--- src/rtl/game_pkg.sv ---
// game_pkg: game state encoding shared by the input controller and the LED colour logic
package game_pkg;

    typedef enum logic [2:0] {
        ST_IDLE   = 3'b001,
        ST_PLAY   = 3'b010,
        ST_PAUSED = 3'b011,
        ST_OVER   = 3'b100
    } state_t;

endpackage

--- src/rtl/btn_debounce.sv ---
// btn_debounce: 2-flop synchronizer, stable-level debouncer and registered press pulse
module btn_debounce #(
    parameter int DEBOUNCE_CYCLES = 1000000
) (
    input  logic clk,
    input  logic rst_n,
    input  logic btn,
    output logic press
);

    localparam int CW = $clog2(DEBOUNCE_CYCLES + 1);

    logic          sync1;
    logic          sync2;
    logic          stable;
    logic          stable_d;
    logic [CW-1:0] cnt;

    always_ff @(posedge clk or negedge rst_n) begin
        if (!rst_n) begin
            sync1    <= 1'b0;
            sync2    <= 1'b0;
            stable   <= 1'b0;
            stable_d <= 1'b0;
            cnt      <= '0;
            press    <= 1'b0;
        end else begin
            sync1    <= btn;
            sync2    <= sync1;
            stable_d <= stable;
            press    <= stable & ~stable_d;
            // any agreement with the stable level restarts the qualification window
            if (sync2 == stable)
                cnt <= '0;
            else if (cnt == CW'(DEBOUNCE_CYCLES - 1)) begin
                stable <= ~stable;
                cnt    <= '0;
            end else
                cnt <= cnt + 1'b1;
        end
    end

endmodule

--- src/rtl/game_state_ctrl.sv ---
// game_state_ctrl: debounced buttons and collision flag to game state, flap strobe and play enable
import game_pkg::*;

module game_state_ctrl #(
    parameter int DEBOUNCE_CYCLES  = 1000000,
    parameter int OVER_HOLD_CYCLES = 100000000
) (
    input  logic       clk,
    input  logic       rst_n,
    input  logic       btn_flap,
    input  logic       btn_pause,
    input  logic       collision,
    output logic [2:0] state,
    output logic       flap,
    output logic       play_en
);

    localparam int HW = $clog2(OVER_HOLD_CYCLES + 1);

    logic          flap_press;
    logic          pause_press;
    logic [HW-1:0] hold;
    state_t        st;

    btn_debounce #(.DEBOUNCE_CYCLES(DEBOUNCE_CYCLES)) u_flap (
        .clk   (clk),
        .rst_n (rst_n),
        .btn   (btn_flap),
        .press (flap_press)
    );

    btn_debounce #(.DEBOUNCE_CYCLES(DEBOUNCE_CYCLES)) u_pause (
        .clk   (clk),
        .rst_n (rst_n),
        .btn   (btn_pause),
        .press (pause_press)
    );

    assign state = st;

    always_ff @(posedge clk or negedge rst_n) begin
        if (!rst_n) begin
            st      <= ST_IDLE;
            flap    <= 1'b0;
            play_en <= 1'b0;
            hold    <= '0;
        end else begin
            flap <= 1'b0;
            case (st)
                ST_IDLE: if (flap_press) begin
                    st      <= ST_PLAY;
                    play_en <= 1'b1;
                end
                ST_PLAY: if (collision) begin
                    st      <= ST_OVER;
                    play_en <= 1'b0;
                    hold    <= '0;
                end else if (pause_press) begin
                    st      <= ST_PAUSED;
                    play_en <= 1'b0;
                end else if (flap_press)
                    flap <= 1'b1;
                ST_PAUSED: if (pause_press) begin
                    st      <= ST_PLAY;
                    play_en <= 1'b1;
                end
                ST_OVER: begin
                    // early presses are dropped so a panicked tap cannot skip the game-over screen
                    if (hold != HW'(OVER_HOLD_CYCLES))
                        hold <= hold + 1'b1;
                    else if (flap_press)
                        st <= ST_IDLE;
                end
                default: begin
                    st      <= ST_IDLE;
                    play_en <= 1'b0;
                end
            endcase
        end
    end

endmodule

--- config.mk ---
export PLATFORM = sky130hd
export DESIGN_NAME = game_state_ctrl
export DESIGN_NICKNAME = d
export VERILOG_FILES = /design/src/rtl/game_pkg.sv /design/src/rtl/btn_debounce.sv /design/src/rtl/game_state_ctrl.sv
export SDC_FILE = /design/constraint.sdc
export NUM_CORES = 1
export LEC_CHECK = 0
export CAP_MARGIN = 0
export CORE_MARGIN = 2
export CORE_UTILIZATION = 61
export DETAILED_ROUTE_END_ITERATION = 6
export PLACE_DENSITY_LB_ADDON = 0.2
export SYNTH_ARGS = -nofsm -noshare
export SYNTH_HDL_FRONTEND = slang
export SYNTH_SLANG_ARGS = --single-unit
--- constraint.sdc ---
create_clock -name clk -period 2.6 [get_ports clk]
set_input_delay 0.26 -clock clk [delete_from_list [all_inputs] [get_ports clk]]
set_output_delay 0.26 -clock clk [all_outputs]
set_load 0.02 [all_outputs]
==> results of run 1 <==
## metal layers
layer | up-vias | track usage [%] | wire length [um] | share of wire, %
met1 | 1423 | 32.0 | 3490 | 46
met3 | 16 | 3.70 | 235 | 3.1
met2 | 52 | 36.0 | 3610 | 48
met4 | 0 | 10.4 | 169 | 2.3
li1 | 1448 | - | - | -
met5 | - | 0 | 0 | 0
## sequential cells by signal, summed over array words and instances, names as in the netlist, 3 cells and up
register	flops
u_flap.cnt	20
hold	27
state	3
u_pause.cnt	20
## report_power, final
part	internal, mW	switching (mW)	total [mW]	leakage [nW]
Combinational	0.0151	0.0413	0.0564	0.688
Sequential	1.28	0.00897	1.29	1.04
Clock	0.523	0.440	0.963	0.107
## worst paths after layout
| check | to | slack [ps] | start |
|---|---|---|---|
| min | play_en$_DFFE_PN0P_ | 30 | rst_n |
| max | hold[19]$_DFFE_PN0P_ | 460 | hold[3]$_DFFE_PN0P_ |
| min in group clk | u_flap.sync1$_DFF_PN0_ | 340 | btn_flap |
| min reg2reg | u_pause.sync2$_DFF_PN0_ | 350 | u_pause.sync1$_DFF_PN0_ |
| max reg2reg | hold[19]$_DFFE_PN0P_ | 460 | hold[3]$_DFFE_PN0P_ |
| max in group asynchronous | hold[2]$_DFFE_PN0P_ | 1880 | rst_n |
## final cells by class
type	count	area [um2]
clock inverter	2	35.0
multi-input combinational	302	1820
fill	453	2000
inverter	11	41.3
tap	77	96.3
sequential	82	2050
timing repair buffer	14	125
clock buffer	14	173
## logic make-up after synthesis
group,count (synthesis),synth area share [%]
AND/OR/NAND/NOR,210,27.3
flip-flops,82,51.4
XOR/XNOR,45,9.86
AO/OA/AOI/OAI,38,5.88
buffers and inverters,25,3.04
multiplexers,5,1.31
adder cells (fa/ha/maj),4,1.25
## through the flow
stage | cell area [um2] | setup WS (ps) | hold WS, ps | total power [mW]
after floorplan | 4000 | 430 | -35.6 | 1.34
after global placement | 4140 | 511 | 336 | 1.38
after detailed placement | 4140 | 492 | 336 | 1.38
after CTS | 4350 | 470 | 114 | 2.33
after global routing | 4350 | 245 | 165 | 2.39
final | 4350 | 462 | 32.2 | 2.31
## layout by cell type, fill, tap and decap left out, types with 3 or more instances in the layout
cell and n:
clkbuf_8 12, inv_1 11, nor2_1 68, and4_1 3
xor2_1 24, nand3_1 28, ha_1 4, o21ai_0 10
dfrtp_1 81, xnor2_1 21, nor4_1 10, nor4b_1 3
and3_1 9, mux2i_1 3, nand4_1 12, a21oi_1 9
buf_4 6, o211ai_1 5, or2_2 5, or4_1 8
clkdlybuf4s50_1 8, nor3_1 9, nand2_1 35, a31oi_1 3
==> metrics.log, run 1 <==
INFO  metric run_status = complete, no violations
INFO  metric worstPathBufferInverterCount = 0
INFO  metric port_buffers = 9
INFO  metric worstPathArrival = 2420 ps
INFO  metric grt_setup_unrepaired = no
INFO  metric cts-buffers-inserted = 9
INFO  metric ctsLongestPathBuffers = 2
INFO  metric final_antenna_net_count = 0
INFO  metric post_synth_main_area_contributors = dfrtp_1 51%, nor2_1 6.4%, xor2_1 5.3%, xnor2_1 4.6%, nand3_1 3.5%
INFO  metric holdCritPathClass = in2async
INFO  metric place_congestion = 0.787
INFO  metric commonest_cells_in_the_synthesized_netlist = 81 x dfrtp_1, 68 x nor2_1, 35 x nand2_1
INFO  metric synthDominantAreaCellType = dfrtp_1
INFO  metric route.detailed.wl_per_inst = around 15 um
INFO  metric syn_nets = 418
INFO  metric yosys.area.top_type_share = roughly half
INFO  metric synth-main-ff-cell = dfrtp_1
INFO  metric drt-initial-drc-count = 177
INFO  metric cp_num_cells = 5
INFO  metric rows = 29
INFO  metric leakage = 1.84 nW
INFO  metric clk_pin_slew_worst_paths = roughly 80 ps
INFO  metric cts-hold-fix-buffers = 0
INFO  metric synth_cells = 409
INFO  metric vdd_drop_max = 0.412 mV
INFO  metric type_of_destination_of_the_critical_path = register
INFO  metric hold_violations = 0
INFO  metric die_h = 85.0 um
INFO  metric layout-drive-gt1-share = 8.47%
INFO  metric cts_root_buffer = clkbuf_8
INFO  metric grt_pass1_wl = 13,300 um
INFO  metric core-area = 6350 um2
INFO  metric avgSynthCellArea = between 9 and 10 um2
INFO  metric yosys.cell_types.count = 51
INFO  metric overflow = 0
INFO  metric power_per_cell_area = 532 nW/um2
INFO  metric clock_sink_count = 82
INFO  metric first_pass_iters = 4
INFO  metric grt_start_max_net_pins = 83
INFO  metric cpLargestDelayFamily = simple AND/OR/NAND/NOR gates
INFO  metric async_flop_share = 100%
INFO  metric synthMostInstantiatedCell = dfrtp_1
INFO  metric insertion_delay = between 300 and 400 ps
INFO  metric report.final.slew_viol_count = 0
INFO  metric dp_cells = 486
INFO  metric crit_path_start_kind = register
INFO  metric antenna_found_initial = 0
INFO  metric combined_area_of_all_synthesized_cells = roughly 4000 um2
INFO  metric min_period = 2140 ps
INFO  metric timing.setup.critical_path_class = reg2reg
INFO  metric post_cts_resized = 0
INFO  metric area_overhead_vs_synth = 8.73%
INFO  metric worst-r2r-cell-count = 5
INFO  metric timing_worst_slew_pin_value = 990 ps
INFO  metric worstPathCellList = nand4_2 > or4_4 > or2_1 > or4_1 > a21oi_1
INFO  metric drv_cap = 0
INFO  metric postCtsSetupRepairBufs = 0
INFO  metric report.final.setup_viol = 0
INFO  metric drc = 0
INFO  metric num_vias = 2,939
INFO  metric number_of_global_route_vias_before_repair = between 2,000 and 3,000
INFO  metric timing.fmax = 0.468 GHz
INFO  metric cp_slowest_stage_delay = 570 ps
INFO  metric largest_fanout_on_the_critical_path = 6
INFO  metric floorplan.initialDensity = between 60% and 70%
INFO  metric setup-tns-final = 0 ps
INFO  metric relSlewSlack = 34.0%
INFO  metric layout.core_utilization = 68.5%
INFO  metric ios = 10
INFO  metric fin_skew = 9.21 ps
INFO  metric drt-total-wl = 7510 um
INFO  metric grtUsageTotal = 23.0%
INFO  metric final.period_utilization = 82.2%
INFO  metric count_of_flip_flops_with_a_built_in_enable_after_synthesis = 0
INFO  metric floorplan.die.width = 85.0 um
INFO  metric antenna_diode_instance_count = 0
INFO  metric postSynthRegisterBits = 82
INFO  metric cpMaxStageDelayCell = or4_4
INFO  metric layoutNonFillerInstCount = 502
INFO  metric dpl.hpwl = 4950 um
INFO  metric yosysSeqAreaShare = 51.4%
INFO  metric clock_tree.htree_level_count = 3
INFO  metric fin_nets = 429
INFO  metric required = about 2900 ps
INFO  metric die_area = 7220 um2
INFO  metric vias_per_cell = 5.85
INFO  metric cts_tree = done
INFO  metric synth_warnings = 0
(Power assumes the default switching activity.)
==> run 2: changes to the inputs <==
==> constraint.sdc (replaced) <==
create_clock -name clk -period 2.2 [get_ports clk]
set_input_delay 0.22 -clock clk [delete_from_list [all_inputs] [get_ports clk]]
set_output_delay 0.22 -clock clk [all_outputs]
set_load 0.02 [all_outputs]
==> run 2 against run 1 <==
Combinational power up 36%; flip-flop and latch count unchanged; routed wire length up 2.0%; power up 18%; maximum frequency up 1.5%; sequential power up 19%; critical path depth up 1; final cell count up 2.0%; register-to-register slack worse by 370 ps; clock skew up 2.7 ps; worst hold slack better by 260 ps; largest cell class unchanged; highest routed layer unchanged.
==> metrics.log, run 2 (same netlist as run 1, synthesis figures left out) <==
INFO  metric r2r_start = hold[0]$_DFFE_PN0P_
INFO  metric vdd_drop_max = 0.426 mV
INFO  metric met1_length = 3680 um
INFO  metric fin_skew = 11.9 ps
INFO  metric ctsLongestPathBuffers = 2
INFO  metric run_status = complete, no violations
INFO  metric dpl.hpwl = between 5000 and 6000 um
INFO  metric worstPathCellList = ha_1 > nand2_1 > nor4_1 > nand2_1 > or4_1 > nand2_1
INFO  metric timing_worst_slew_pin_value = ~500 ps
INFO  metric cpMaxStageDelayCell = or4_1
INFO  metric num_vias = 2,978
INFO  metric area_overhead_vs_synth = 11.4%
INFO  metric timing.critical_path.mode_cell = nand2_1
INFO  metric core-area = 6350 um2
INFO  metric grtUsageTotal = 22.6%
INFO  metric floorplan.initialDensity = 63.0%
INFO  metric rows = 29
INFO  metric layout-drive-gt1-share = between 10 and 15%
INFO  metric setup_slack = 94.1 ps
INFO  metric place_congestion = ~0.84
INFO  metric largest_register_ff_count = 27
INFO  metric fillers = 465
INFO  metric holdCritPathClass = in2reg
INFO  metric timing.fmax = 0.475 GHz
INFO  metric worst-r2r-cell-count = 6
INFO  metric cts-buffers-inserted = 9
INFO  metric met3_length = 308 um
INFO  metric grt_pass1_wl = 13,000 um
INFO  metric floorplan.die.width = 85.0 um
INFO  metric grt_start_max_net_pins = 45
INFO  metric antenna_found_initial = 0
INFO  metric cpLargestDelayFamily = simple AND/OR/NAND/NOR gates
INFO  metric routed-wl-met2 = about 3500 um
INFO  metric port_buffers = 9
INFO  metric cp_slowest_stage_delay = 530 ps
INFO  metric insertion_delay = 360 ps
INFO  metric highest_layer = met4
INFO  metric layout.cells.most_common_list = 79 x dfrtp_1, 68 x nor2_1, 35 x nand2_1
INFO  metric worst_hold_path.endpoint = u_flap.sync1$_DFF_PN0_
INFO  metric hold_slack = 296 ps
INFO  metric report.final.slew_viol_count = 0
INFO  metric final_design_area_no_fill = 4450 um2
INFO  metric final_common_cell = dfrtp_1
INFO  metric setup.reg_to_reg.worst_slack = 90 ps
INFO  metric final_antenna_net_count = 0
INFO  metric crit_path_start_kind = register
INFO  metric worstPathBufferInverterCount = 0
INFO  metric clock_tree.htree_level_count = 3
INFO  metric relSlewSlack = 67.1%
INFO  metric report.final.setup_viol = 0
INFO  metric drt-initial-drc-count = 212
INFO  metric cts_root_buffer = clkbuf_8
INFO  metric min_period = 2110 ps
INFO  metric endpoint_of_the_worst_register_to_register_path = hold[18]$_DFFE_PN0P_
INFO  metric layout.core_utilization = 70.1%
INFO  metric cp_num_cells = 6
INFO  metric worstPathArrival = 2400 ps
INFO  metric drv_cap = 0
INFO  metric clk_pin_slew_worst_paths = 90 ps
INFO  metric hold_violations = 0
INFO  metric type_of_destination_of_the_critical_path = register
INFO  metric timing.setup.critical_path_class = reg2reg
INFO  metric register_name_with_the_most_flops = hold
INFO  metric route.detailed.wl_per_inst = around 15 um
INFO  metric drt-total-wl = 7650 um
INFO  metric leakage = 1.89 nW
INFO  metric number_of_global_route_vias_before_repair = 2,820
INFO  metric final.period_utilization = between 90% and 100%
INFO  metric timing.hold.worst.start = btn_flap
INFO  metric die_h = 85.0 um
INFO  metric largest_fanout_on_the_critical_path = 12
INFO  metric worstHoldPathCells = 1
INFO  metric die_area = 7220 um2
INFO  metric power = 2.73 mW
INFO  metric fin_nets = 439
INFO  metric placed_area = 4220 um2
INFO  metric power_per_cell_area = 612 nW/um2
INFO  metric overflow = 0
INFO  metric worst_setup_slack_before_clock_tree_synthesis = 50.8 ps
INFO  metric vias_per_cell = 5.82
INFO  metric cts_tree = done
INFO  metric ios = 10
INFO  metric required = 2490 ps
INFO  metric clock_sink_count = 82
INFO  metric top_regs = hold: 27 flops, u_flap.cnt: 20 flops, u_pause.cnt: 20 flops
INFO  metric antenna_diode_instance_count = 0
INFO  metric first_pass_iters = 5
INFO  metric drc = 0
-- run 2: changes by cell type in the layout (fill, tap and decap cells not counted), sizes merged --
cell and delta:
dlygate4sd3 +1, buf +9, clkbuf -2, clkinvlp +2
-- run 2: cell type report --
cell class | instances | area (um2) | area share, %
multi-input cells | 302 | 1830 | 41.0
inverters | 11 | 41.3 | 0.927
clock inverters | 4 | 50.0 | 1.12
well taps | 77 | 96.3 | 2.16
clock buffers | 12 | 155 | 3.48
repair buffers | 24 | 228 | 5.11
flip-flops and latches | 82 | 2060 | 46.2
-- run 2: per-stage QoR --
stage / TNS (ps) / std cells
floorplan: 0 / 409
global placement: 0 / 494
detailed placement: 0 / 494
CTS: 0 / 511
global route: -64.7 / 512
finish: 0 / 512
-- run 2: power breakdown --
part           internal [mW]  switching, mW
logic                 0.0257         0.0509
clock network          0.585          0.536
registers               1.52         0.0109
-- run 2: routing by layer --
layer  vias to the layer above  GRT usage [%]
li1                       1464              -
met1                      1433           31.8
met2                        65           34.3
met3                        16           4.67
met4                         0           9.67
met5                         -              0
-- run 2: worst max path at each step --
stage | from | end
after floorplan | state[1]$_DFFE_PN0P_ | hold[19]$_DFFE_PN0P_
after global placement | hold[4]$_DFFE_PN0P_ | hold[19]$_DFFE_PN0P_
after detailed placement | u_pause.cnt[15]$_DFF_PN0_ | u_pause.cnt[18]$_DFF_PN0_
after CTS | u_pause.cnt[15]$_DFF_PN0_ | u_pause.cnt[16]$_DFF_PN0_
after global routing | hold[0]$_DFFE_PN0P_ | hold[18]$_DFFE_PN0P_
final | hold[0]$_DFFE_PN0P_ | hold[18]$_DFFE_PN0P_
-- run 2: what timing repair did --
item                       in CTS  in global routing
setup endpoints to repair       0                 24
resized for setup               0                  4
hold endpoints to repair       37                  0
hold buffers                    1                  0
buffers inserted                0                  1
